==> config.mk <==
export PLATFORM = sky130hd
export DESIGN_NAME = step_dir_shaper
export DESIGN_NICKNAME = d
export VERILOG_FILES = /design/src/rtl/step_dir_shaper.sv
export SDC_FILE = /design/constraint.sdc
export NUM_CORES = 1
export LEC_CHECK = 0
export BUFFER_PORTS_ARGS = -buffer_cell sky130_fd_sc_hd__buf_4
export CORE_MARGIN = 1.5
export CORE_UTILIZATION = 60
export CTS_CLUSTER_SIZE = 30
export DETAILED_ROUTE_END_ITERATION = 10
export GPL_TIMING_DRIVEN = 0
export PLACE_DENSITY_LB_ADDON = 0.25
export SLEW_MARGIN = 20
export SYNTH_ARGS = -nofsm -noshare
export SYNTH_HDL_FRONTEND = slang
export SYNTH_SLANG_ARGS = --single-unit
==> constraint.sdc <==
create_clock -name clk_i -period 4.3 [get_ports clk_i]
set_input_delay 0.86 -clock clk_i [delete_from_list [all_inputs] [get_ports clk_i]]
set_output_delay 0.86 -clock clk_i [all_outputs]
set_load 0.02 [all_outputs]
==> src/rtl/step_dir_shaper.sv <==
// STEP/DIR/EN conditioner: synchronises raw step requests, buffers them in a
// pending counter and emits driver-safe pulses with direction setup and position tracking.
module step_dir_shaper #(
    parameter int STEP_HIGH_CYC = 3,
    parameter int STEP_LOW_CYC  = 3,
    parameter int DIR_SETUP_CYC = 5,
    parameter int PEND_WIDTH    = 4,
    parameter int POS_WIDTH     = 32
) (
    input  logic                        clk_i,
    input  logic                        reset_n_i,
    input  logic                        enable_i,
    input  logic                        step_req_i,
    input  logic                        dir_i,
    input  logic                        zero_pos_i,
    output logic                        step_o,
    output logic                        dir_o,
    output logic                        en_n_o,
    output logic signed [POS_WIDTH-1:0] position_o,
    output logic                        busy_o,
    output logic                        overflow_o
);

    localparam int HL_MAX  = (STEP_HIGH_CYC > STEP_LOW_CYC) ? STEP_HIGH_CYC : STEP_LOW_CYC;
    localparam int CNT_MAX = (HL_MAX > DIR_SETUP_CYC) ? HL_MAX : DIR_SETUP_CYC;
    localparam int CNT_W   = (CNT_MAX > 1) ? $clog2(CNT_MAX) : 1;

    localparam logic [CNT_W-1:0]      HIGH_LAST  = CNT_W'(STEP_HIGH_CYC - 1);
    localparam logic [CNT_W-1:0]      LOW_LAST   = CNT_W'(STEP_LOW_CYC - 1);
    localparam logic [CNT_W-1:0]      SETUP_LAST = CNT_W'(DIR_SETUP_CYC - 1);
    localparam logic [CNT_W-1:0]      CNT_ONE    = CNT_W'(1);
    localparam logic [PEND_WIDTH-1:0] PEND_MAX   = {PEND_WIDTH{1'b1}};
    localparam logic [POS_WIDTH-1:0]  POS_ONE    = POS_WIDTH'(1);

    typedef enum logic [1:0] {IDLE, DIR_SETUP, STEP_HIGH, STEP_LOW} state_t;

    state_t                       state_q, state_d;
    logic [CNT_W-1:0]             cnt_q, cnt_d;
    logic [PEND_WIDTH-1:0]        pend_q, pend_d;
    logic [2:0]                   req_sync_q;
    logic [1:0]                   dir_sync_q;
    logic                         dir_q, dir_d;
    logic                         step_q, en_n_q, busy_q;
    logic                         ovf_q, ovf_d;
    logic signed [POS_WIDTH-1:0]  pos_q, pos_d;

    logic dir_sync, req_edge, step_entry, pend_inc;

    assign dir_sync   = dir_sync_q[1];
    assign req_edge   = req_sync_q[1] & ~req_sync_q[2];
    assign step_entry = (state_d == STEP_HIGH) && (state_q != STEP_HIGH);
    assign pend_inc   = req_edge & enable_i & (pend_q != PEND_MAX);

    always_comb begin
        state_d = state_q;
        cnt_d   = cnt_q;
        dir_d   = dir_q;
        unique case (state_q)
            IDLE: begin
                if (pend_q != '0 && enable_i) begin
                    cnt_d = '0;
                    if (dir_sync == dir_q) begin
                        state_d = STEP_HIGH;
                    end else begin
                        dir_d   = dir_sync;
                        state_d = DIR_SETUP;
                    end
                end
            end
            DIR_SETUP: begin
                if (!enable_i) begin
                    state_d = IDLE;
                end else if (cnt_q == SETUP_LAST) begin
                    state_d = STEP_HIGH;
                    cnt_d   = '0;
                end else begin
                    cnt_d = cnt_q + CNT_ONE;
                end
            end
            // Once the pulse starts it always runs to completion: no runt pulses.
            STEP_HIGH: begin
                if (cnt_q == HIGH_LAST) begin
                    state_d = STEP_LOW;
                    cnt_d   = '0;
                end else begin
                    cnt_d = cnt_q + CNT_ONE;
                end
            end
            STEP_LOW: begin
                if (cnt_q == LOW_LAST) begin
                    cnt_d   = '0;
                    state_d = (pend_q != '0 && enable_i && dir_sync == dir_q) ? STEP_HIGH : IDLE;
                end else begin
                    cnt_d = cnt_q + CNT_ONE;
                end
            end
            default: state_d = IDLE;
        endcase
    end

    always_comb begin
        pend_d = pend_q + {{(PEND_WIDTH-1){1'b0}}, pend_inc}
                        - {{(PEND_WIDTH-1){1'b0}}, step_entry};
        if (!enable_i) pend_d = '0;

        ovf_d = ovf_q | (req_edge & enable_i & (pend_q == PEND_MAX));
        if (zero_pos_i) ovf_d = 1'b0;

        pos_d = pos_q;
        if (step_entry) pos_d = dir_q ? pos_q + POS_ONE : pos_q - POS_ONE;
        if (zero_pos_i) pos_d = '0;
    end

    always_ff @(posedge clk_i or negedge reset_n_i) begin
        if (!reset_n_i) begin
            state_q    <= IDLE;
            cnt_q      <= '0;
            pend_q     <= '0;
            req_sync_q <= '0;
            dir_sync_q <= '0;
            dir_q      <= 1'b0;
            step_q     <= 1'b0;
            en_n_q     <= 1'b1;
            busy_q     <= 1'b0;
            ovf_q      <= 1'b0;
            pos_q      <= '0;
        end else begin
            state_q    <= state_d;
            cnt_q      <= cnt_d;
            pend_q     <= pend_d;
            req_sync_q <= {req_sync_q[1:0], step_req_i};
            dir_sync_q <= {dir_sync_q[0], dir_i};
            dir_q      <= dir_d;
            step_q     <= (state_d == STEP_HIGH);
            en_n_q     <= ~enable_i;
            busy_q     <= (state_d != IDLE) | (pend_d != '0);
            ovf_q      <= ovf_d;
            pos_q      <= pos_d;
        end
    end

    assign step_o     = step_q;
    assign dir_o      = dir_q;
    assign en_n_o     = en_n_q;
    assign position_o = pos_q;
    assign busy_o     = busy_q;
    assign overflow_o = ovf_q;

endmodule
After elaboration in Yosys (flattened, before gate mapping)

Cells that the tools add are included.

Output and inout port bits: 37
Register bits: 51
Bits of input ports: 6

Equality and inequality tests: 12
Reductions and logical operators: 11
Mux-type cells: 18
Add/subtract/negate cells: 5
Bitwise operators: 9

Operators by type and width:

| kind                                                                  | number |
|---|---|
| 32-bit 2-to-1 mux                                                     | 3 |
| 32-bit by 1-bit adder with 32-bit output (second input constant)      | 1 |
| 32-bit by 1-bit subtractor with 32-bit output (second input constant) | 1 |
| 2-bit 2-to-1 mux                                                      | 7 |
| 3-bit 2-to-1 mux                                                      | 4 |
| 3-bit case mux with 3 select lines                                    | 1 |
| 2-bit case mux with 4 select lines                                    | 1 |
| 4-bit nonzero test                                                    | 2 |
| 2-bit == test (second input constant)                                 | 3 |
| 2-bit inequality test (second input constant)                         | 3 |
| 4-bit by 1-bit adder with 4-bit output                                | 1 |
| 1-bit bitwise AND                                                     | 4 |
| 4-bit == test (second input constant)                                 | 1 |
| 4-bit 2-to-1 mux                                                      | 1 |
| 4-bit inequality test (second input constant)                         | 1 |
| 2-bit nonzero test                                                    | 2 |
| 4-bit by 1-bit subtractor with 4-bit output                           | 1 |
| 3-bit by 1-bit adder with 3-bit output (second input constant)        | 1 |
| 3-bit by 2-bit == test with 1-bit output (second input constant)      | 1 |
| 3-bit == test (second input constant)                                 | 1 |
| 1-bit logical AND                                                     | 3 |
| 1-bit NOT                                                             | 3 |
| 3-bit AND reduction                                                   | 1 |
| 2-bit by 1-bit == test with 1-bit output (second input constant)      | 1 |
| other kinds (6)                                                       | 7 |

Logic depth before layout (Yosys ltp)

Gate-level depths: netlist of run 1.

Depth after elaboration: 12
Mapped depth: 18
Mapped depth without buffers: 16

Least setup slack after synthesis of run 1

OpenSTA, ideal clock, no wires.

Path kind: input to register
Start point: in enable_i
End point: reg busy_q, in the netlist busy_o
Setup slack: 0.435 ns
Buffers on the path: 2
Data required time: 4.162 ns
Arrival time: 3.726 ns
Stages on the path: 16
Path through: a31o_1 -> a22o_1 -> a31oi_1 -> nor2b_1 -> o21ai_2 -> inv_2 -> buf_6 -> buf_6 -> ha_1 -> inv_1 -> ha_1 -> fa_1 -> xnor2_1 -> nor2_1 -> or3_1 -> or4_1

Word-level cells in the longest chain between the ends: 11
Elaborated cells on any way between the ends: 17

RTL lines:

| item                                        | line   | source |
|---|---|---|
| start, declared                             | 12     | `input logic enable_i,` |
| 1-bit logical AND                           | 60, 92 |  |
| 1-bit logical AND                           | 92     | `state_d = (pend_q != '0 && enable_i && dir_sync == dir_q) ? STEP_HIGH : IDLE;` |
| 2-bit 2-to-1 mux                            | 92     |  |
| 2-bit 2-to-1 mux                            | 90     | `if (cnt_q == LOW_LAST) begin` |
| 2-bit case mux with 4 select lines          | 58     | `unique case (state_q)` |
| 2-bit == test                               | 51     | `assign step_entry = (state_d == STEP_HIGH) && (state_q != STEP_HIGH);` |
| 1-bit logical AND                           | 51     |  |
| 4-bit by 1-bit subtractor with 4-bit output | 103    | `- {{(PEND_WIDTH-1){1'b0}}, step_entry};` |
| 4-bit 2-to-1 mux (*)                        | 104    | `if (!enable_i) pend_d = '0;` |
| net pend_d[2]                               | 39     | `logic [PEND_WIDTH-1:0] pend_q, pend_d;` |
| 4-bit nonzero test (*)                      | 136    | `busy_q <= (state_d != IDLE) \| (pend_d != '0);` |
| 1-bit OR (*)                                | 136    |  |
| end signal, assigned                        | 136    |  |
| end, declared                               | 43     | `logic step_q, en_n_q, busy_q;` |

Mark *: on every way through the listed nets, which the timed path passes. The rest lies on a longest branch.
A chain may end at the register's enable or synchronous reset.

Worst setup path after layout of run 1

Start point: reg cnt_q[0]
End point: reg busy_q, in the netlist busy_o

Word-level cells in the longest chain between the ends: 10
Elaborated cells on any way between the ends: 14

RTL lines:

| item                                            | line | source |
|---|---|---|
| start, declared                                 | 38   | `logic [CNT_W-1:0] cnt_q, cnt_d;` |
| start signal, assigned                          | 129  | `cnt_q <= cnt_d;` |
| 3-bit == test                                   | 73   | `end else if (cnt_q == SETUP_LAST) begin` |
| 2-bit 2-to-1 mux                                | 73   |  |
| 2-bit 2-to-1 mux                                | 71   | `if (!enable_i) begin` |
| 2-bit case mux with 4 select lines (*)          | 58   |  |
| 2-bit == test (*)                               | 51   |  |
| 1-bit logical AND (*)                           | 51   |  |
| 4-bit by 1-bit subtractor with 4-bit output (*) | 103  |  |
| 4-bit 2-to-1 mux (*)                            | 104  |  |
| net pend_d[2]                                   | 39   |  |
| 4-bit nonzero test (*)                          | 136  |  |
| 1-bit OR (*)                                    | 136  |  |

Marks and branches as above.

==> summary.txt, run 1 <==
Route
  – Initial DRC Count: 267
  – Remaining antenna violation count after routing: 0
  – DR vias: about 3.4k
  – Detailed-router iteration count before antenna repair: 5
  – WL final: ~9000 µm
  – Routed len/inst: between 15 and 20 µm
  – Via-per-instance ratio: about 6
  – Remaining DRCs: 0

Timing
  – Final Max Slew Viols: 0
  – Max Freq: 0.252 GHz
  – Hold Vio Cnt, Final: 0
  – Max_slew headroom: a little under three fifths
  – Final setup viols: 0
  – RSZ-0062 raised after global routing: no
  – Final period util: slightly above 90%
  – Post-route clock skew: about 0.0068 ns
  – Worst-margin pin slew: 0.664 ns
  – Final Critical Period: just under 4 ns
  – Setup TNS: 0 ns

CTS
  – Root Driver: clkbuf_8
  – Clock Tree Buf Depth: 2
  – Cts repair resizes: 0
  – Clock slew at reported path FFs: about 0.09 ns
  – CTS Hold Bufs: 0
  – Skew-Pair Late Insertion Delay: about 0.31 ns
  – CTS tree: yes
  – H-tree depth: 2
  – Cts bufs inserted: 5
  – Num Clock Sinks: 51
  – Post-CTS setup buffers: 0

Floorplanning
  – Ports: 43
  – Row count: 29
  – Initial core utilization: approximately three fifths
  – DIE AREA: between 0.007 and 0.008 mm²
  – Core ar.: roughly 0.0063 mm²
  – Die height: 83.8 µm
  – Die X: approximately 84 µm

GRT
  – Largest net degree at the start of global routing: 52
  – Vias in the first global route: between 3k and 4k
  – Global-route wire length before repair: around 15000 µm
  – Initial antenna violation count: 0
  – Grt ovf: 0
  – Gr usage total: between 20% and 30%

Worst setup path
  – Setup Crit Path Kind: register to register
  – Most frequent CP cell: ha_1
  – CP Buf/Inv Count: 5
  – Arrival @ worst endpoint: about 4.1 ns
  – Crit-path slowest cell: or4_1
  – CP delay by family, top: adder cells
  – Worst Path Max Fanout: 10
  – CP peak stage delay: between 0.4 and 0.5 ns
  – CP Cell Sequence: inv_1 > ha_1 > a31o_1 > a22o_1 > a31oi_1 > nor2b_1 > o21ai_2 > inv_2 > buf_6 > buf_6 > ha_1 > inv_1 > ha_1 > fa_1 > xnor2_1 > nor2_1 > or3_1 > or4_1
  – Critical Path RT: 4.48 ns
  – Worst setup SP type: register
  – Setup crit end kind: register

Placement
  – Routability Congestion: ~0.90
  – HPWL after DPL: about 6700 µm
  – IO buf count: a little over 40

Synth
  – YS warnings: 0
  – Flops & latches, synth: 51
  – Synth Cell Area: between 0.003 and 0.004 mm²
  – Synth top area share: 31.9%
  – Mapped Cells: around 440
  – Synth unique cells: 64
  – Post-synthesis net count: between 400 and 500
  – Syn Area/Cell: 8.93 µm²
  – Largest area contributor in the netlist: dfrtp_1
  – Post-synth EDFFs: 0
  – Top post-synthesis cells by count: 50 x dfrtp_1, 50 x nand2_1, 42 x a21oi_1
  – Primary FF master, synth: dfrtp_1
  – Top cells by area, synth: dfrtp_1 32%, ha_1 13%, a21oi_1 5.4%, nand2_1 4.8%, xnor2_1 4.2%
  – Share of flip-flops with an asynchronous set or reset: 100%
  – Post-synthesis sequential area ratio: between 30% and 40%

Flow run
  – Maximum capacitance violations: 0

Layout
  – Layout cell share with drive strength beyond 1: between 10% and 20%
  – NumNets Final: between 500 and 600
  – Syn-to-layout area delta: 12.5%
  – Filler instances: between 500 and 600
  – # diodes: 0

Hold path
  – Worst hold path type: register to register

Run status
  – Status: completed
## placed cells by master, fill, tap and decap left out, types with 3 or more instances in the layout
cell / instances
a31oi_1: 7
o21bai_1: 7
nand3_1: 10
nor2b_1: 3
nand2b_1: 6
xnor2_1: 19
ha_1: 40
nand4_1: 6
a211oi_1: 7
inv_1: 18
and2_1: 4
buf_2: 7
nand2_1: 50
a21oi_1: 42
o21ai_0: 11
dfrtp_1: 50
nor2_1: 40
nor4_1: 3
clkbuf_1: 5
nor3_1: 7
mux2i_1: 4
o21ai_2: 3
buf_6: 3
xor2_1: 8
and3_1: 3
buf_4: 42
a21oi_2: 4
a21o_1: 18
clkbuf_8: 6
o21ai_1: 6
## stage by stage
stage	setup slack, ns	cell area, µm²	hold slack [ns]	utilization [%]	instances
floorplan	0.435	3920	0.331	-	439
global placement	0.0459	4330	0.333	68.1	557
detailed placement	0.0105	4330	0.339	68.1	557
CTS	0.317	4410	0.361	69.5	565
global route	0.123	4410	0.365	69.5	565
finish	0.339	4410	0.360	69.5	565
## flip-flops by register name (all words and copies together), names as in the netlist, 2 cells and up
signal / cells
req_sync_q: 3
dir_sync_q: 2
position_o: 32
cnt_q: 3
state_q: 2
pend_q: 4
## final cells by class
cell class	instances	area (µm²)	share of cell area (%)
Multi-Input combinational cell	352	2460	55.9
Inverter	20	75.1	1.70
Tap cell	77	96.3	2.18
Clock inverter	2	12.5	0.284
Buffer	16	105	2.38
Clock buffer	6	72.6	1.65
Sequential cell	51	1280	29.0
Timing Repair Buffer	41	308	6.98
## routing by layer
layer  track usage [%]  wire length, µm  vias to the layer above
met3              3.07              409                       16
met4              11.0              170                        0
met1              35.3             4040                     1636
met2              45.9             4450                      122
li1                  -                -                     1674
met5                 0                0                        -
## path summary, 6_finish.rpt
kind	start	end	slack (ns)	cells after the start
worst max-delay path	cnt_q[0]	busy_o	0.34	18
max in group asynchronous	reset_n_i	position_o[26]	3.28	1
worst min register to register	req_sync_q[0]	req_sync_q[1]	0.36	0
min in group asynchronous	reset_n_i	position_o[13]	0.56	1
worst min-delay path	req_sync_q[0]	req_sync_q[1]	0.36	0
worst max register to register	cnt_q[0]	busy_o	0.34	18
## cell families (layout without fill, tap and decap cells)
kind of cell | after synthesis | count (layout) | share of synthesized area [%]
AOI/OAI and AO/OA | 132 | 132 | 23.9
xor gates and xnor gates | 27 | 27 | 6.03
adders and majority gates | 42 | 42 | 13.8
buffers and inverters | 36 | 85 | 4.59
DFF | 51 | 51 | 32.6
muxes | 6 | 6 | 1.60
and+or+nand+nor | 145 | 145 | 17.5
Power of run 1 is left out: the tool's default activity adds up to more than one toggle a clock period on the data nets, which glitch-free logic cannot reach.
==> inputs of run 2 (changes only) <==
--- a/config.mk
+++ b/config.mk
@@ -5,9 +5,10 @@
 export SDC_FILE = /design/constraint.sdc
 export NUM_CORES = 1
 export LEC_CHECK = 0
+export ABC_AREA = 1
 export BUFFER_PORTS_ARGS = -buffer_cell sky130_fd_sc_hd__buf_4
 export CORE_MARGIN = 1.5
-export CORE_UTILIZATION = 60
+export CORE_UTILIZATION = 61
 export CTS_CLUSTER_SIZE = 30
 export DETAILED_ROUTE_END_ITERATION = 10
 export GPL_TIMING_DRIVEN = 0
==> run 2 against run 1 <==
Maximum frequency is 24% higher. Die area is 19% higher. Non-clock buffer count is 6 lower. Highest routed layer unchanged. Largest cell class unchanged. Critical path depth stayed put. Clock skew is 0.0035 ns higher. Critical path type unchanged.
==> summary.txt, run 2 <==
Power
  – Peak supply drop: between 400 and 500 µV
  – Sw Pwr: 1.84 mW
  – Power per standard cell area: approximately 660 mW/mm²
  – Switch share: a little over half
  – Leakage Power: 3.16 nW
  – Pint: 1.64 mW
  – Comb power frac: between 60% and 70%
  – Sequential power share: 22.0%
  – Part of the power in the clock network: around 9%
  – Design Power: between 3 and 4 mW

Synth
  – Synth top area share: between 20% and 30%
  – Mux contribution to synthesized area: 0%
  – Simple-gate area share of the yosys netlist: between 30% and 40%
  – Synth Cell Area: 0.00476 mm²
  – Share of flip-flops with an asynchronous set or reset: 100%
  – Syn Area/Cell: about 6.3 µm²
  – Flops & latches, synth: between 50 and 60
  – Top post-synthesis cells by count: 275 x nand2_1, 156 x inv_1, 59 x nor2_1
  – Compound-Gate Fraction of Synth Area: about 8.5%
  – Post-synthesis net count: slightly above 800
  – Post-synthesis sequential area ratio: 26.8%
  – Mapped Cells: about 760
  – Post-synth EDFFs: 0
  – Largest area contributor in the netlist: dfrtp_1
  – Top cells by area, synth: dfrtp_1 26%, nand2_1 22%, inv_1 12%, ha_1 11%, nand3_1 5.3%
  – XOR/XNOR Fraction of Synth Area: 2.94%
  – Primary FF master, synth: dfrtp_1
  – Synth unique cells: 40
  – Most frequent cell after synthesis: nand2_1
  – Largest family of logic cells by synthesized area: simple AND/OR/NAND/NOR gates
  – Synth Area in Adders: between 10 and 15%
  – YS warnings: 0

Layout
  – Filler instances: ~710
  – Layout cell share with drive strength beyond 1: between 10% and 20%
  – Leading cell types in the layout, fill and taps excluded: 275 x nand2_1, 155 x inv_1, 59 x nor2_1
  – NumNets Final: about 850
  – # diodes: 0
  – Max reg flops: 32
  – Commonest non-fill, non-tap cell in the layout: nand2_1
  – Syn-to-layout area delta: 11.2%

Timing
  – RSZ-0062 raised after global routing: no
  – PnR worst setup slack: between 1 and 1.5 ns
  – Post-route clock skew: slightly above 0.01 ns
  – Setup TNS: 0 ns
  – Max_slew headroom: between 50% and 60%
  – Hold WS: approximately 0.38 ns
  – Final Max Slew Viols: 0
  – Final setup viols: 0
  – Hold Vio Cnt, Final: 0
  – Final Critical Period: 3.18 ns
  – Max Freq: between 0.3 and 0.4 GHz
  – Worst-margin pin slew: between 0.7 and 0.8 ns
  – Final period util: between 70% and 80%

Worst setup path
  – Arrival @ worst endpoint: around 3.4 ns
  – Critical Path RT: ~4.5 ns
  – Worst setup SP type: register
  – Worst Path Max Fanout: 10
  – Crit. Startpoint: cnt_q[0]
  – Setup crit end kind: register
  – FF-to-FF setup slack: about 1.1 ns
  – R2R Path Start: cnt_q[0]
  – Setup Crit Path Kind: register to register

CTS
  – Root Driver: clkbuf_8
  – CTS Hold Bufs: 0
  – Clock slew at reported path FFs: 0.11 ns
  – CTS tree: yes
  – Cts repair resizes: 0
  – Clock Tree Buf Depth: 2
  – Num Clock Sinks: a little over 50
  – Skew-Pair Late Insertion Delay: around 0.33 ns
  – Post-CTS setup buffers: 0
  – H-tree depth: 2
  – Cts bufs inserted: 5

Placement
  – Routability Congestion: just over 1
  – HPWL after DPL: ~9400 µm
  – IO buf count: 41
  – Place WS: ~0.94 ns

Floorplanning
  – Ports: 43
  – Initial core utilization: 62.3%
  – DIE AREA: 0.00835 mm²
  – Die X: between 90 and 100 µm
  – Core ar.: between 0.007 and 0.008 mm²
  – Row count: 32
  – Die height: between 90 and 100 µm

GRT
  – Initial antenna violation count: 0
  – Grt met3 use: ~3.8%
  – Grt met1 use: about two fifths
  – Grt ovf: 0
  – Vias in the first global route: about 4.5k
  – Most Used Layer, Global Route: met2
  – Global-route wire length before repair: slightly above 20000 µm
  – Gr usage total: a little under a third
  – Largest net degree at the start of global routing: 52
  – Met2 Usage GRT: 51.8%

Route
  – Via-per-instance ratio: a little over 5
  – Remaining antenna violation count after routing: 0
  – WL final: around 12000 µm
  – Detailed-router iteration count before antenna repair: 5
  – Initial DRC Count: 328
  – Routed len/inst: approximately 13 µm
  – DR vias: between 4k and 5k
  – Remaining DRCs: 0

Hold path
  – Min-Delay Startpoint: dir_sync_q[0]
  – Worst hold path type: register to register

Flow run
  – Maximum capacitance violations: 0

Run status
  – Status: completed
[run 2: cell types whose count changed after synthesis, moves of 7 or more]
cell / delta
nand2_1: +225
inv_1: +137
nand3_1: +40
nor2_1: +19
a21o_1: -17
a211oi_1: -7
a31oi_1: -7
o21ai_0: -7
xor2_1: -7
[run 2: layout make-up]
type	count	area, µm²	area share [%]
Clock buffer	5	68.8	1.30
Multi-Input combinational cell	535	2780	52.6
Sequential cell	51	1280	24.1
Tap cell	102	128	2.41
Clock inverter	3	27.5	0.520
Timing Repair Buffer	41	308	5.81
Buffer	10	96.3	1.82
Inverter	161	607	11.5
[run 2: metal layers]
layer / vias up / wire length (µm)
li1: 2414 / -
met5: - / 0
met4: 0 / 275
met3: 21 / 624
met2: 139 / 5640
met1: 2113 / 5560
[run 2: cell families after synthesis]
| family | Yosys count |
|---|---|
| AND/OR/NAND/NOR | 411 |
| buffers and inverters | 171 |
| AO/OA/AOI/OAI | 66 |
| flip-flops | 51 |
| adder cells (fa/ha/maj) | 42 |
| XOR/XNOR | 16 |
[run 2: per-stage QoR]
stage	cells	util [%]	area (µm²)
2_1_floorplan	757	-	4760
3_3_place_gp	900	68.0	5200
3_5_place_dp	900	68.0	5200
4_1_cts	908	69.2	5300
5_1_grt	908	69.2	5300
6_report	908	69.2	5300
[run 2: power groups by stage]
| stage | Clock, mW | Sequential [mW] | Combinational (mW) |
|---|---|---|---|
| 3_5_place_dp | 0 | 0.776 | 2.38 |
| 2_1_floorplan | 0 | 0.872 | 1.64 |
| 6_report | 0.312 | 0.765 | 2.40 |
| 3_3_place_gp | 0 | 0.763 | 2.29 |
| 5_1_grt | 0.338 | 0.783 | 2.68 |
| 4_1_cts | 0.326 | 0.766 | 2.38 |
[run 2: path summary, 6_finish.rpt]
check	endpoint	cells after the start
worst max-delay path	busy_o	18
worst min-delay path	dir_sync_q[1]	0
worst max register to register	busy_o	18
worst min register to register	dir_sync_q[1]	0
max in group asynchronous	position_o[25]	1
min in group asynchronous	position_o[6]	1
[run 2: worst max-delay path, stage by stage (launching register included)]
cell and delay [ns]:
dfrtp_1 0.42, inv_1 0.12, ha_1 0.21, nand2_1 0.09, nand2_1 0.12, nand2_1 0.09, nor2_2 0.14, nand2_2 0.10
nand3_4 0.14, inv_4 0.06, buf_6 0.16, ha_1 0.28, inv_1 0.04, ha_1 0.20, fa_1 0.44, nand2_1 0.07
inv_1 0.05, nor3_1 0.22, nand4_1 0.11
(Power assumes the default switching activity.)
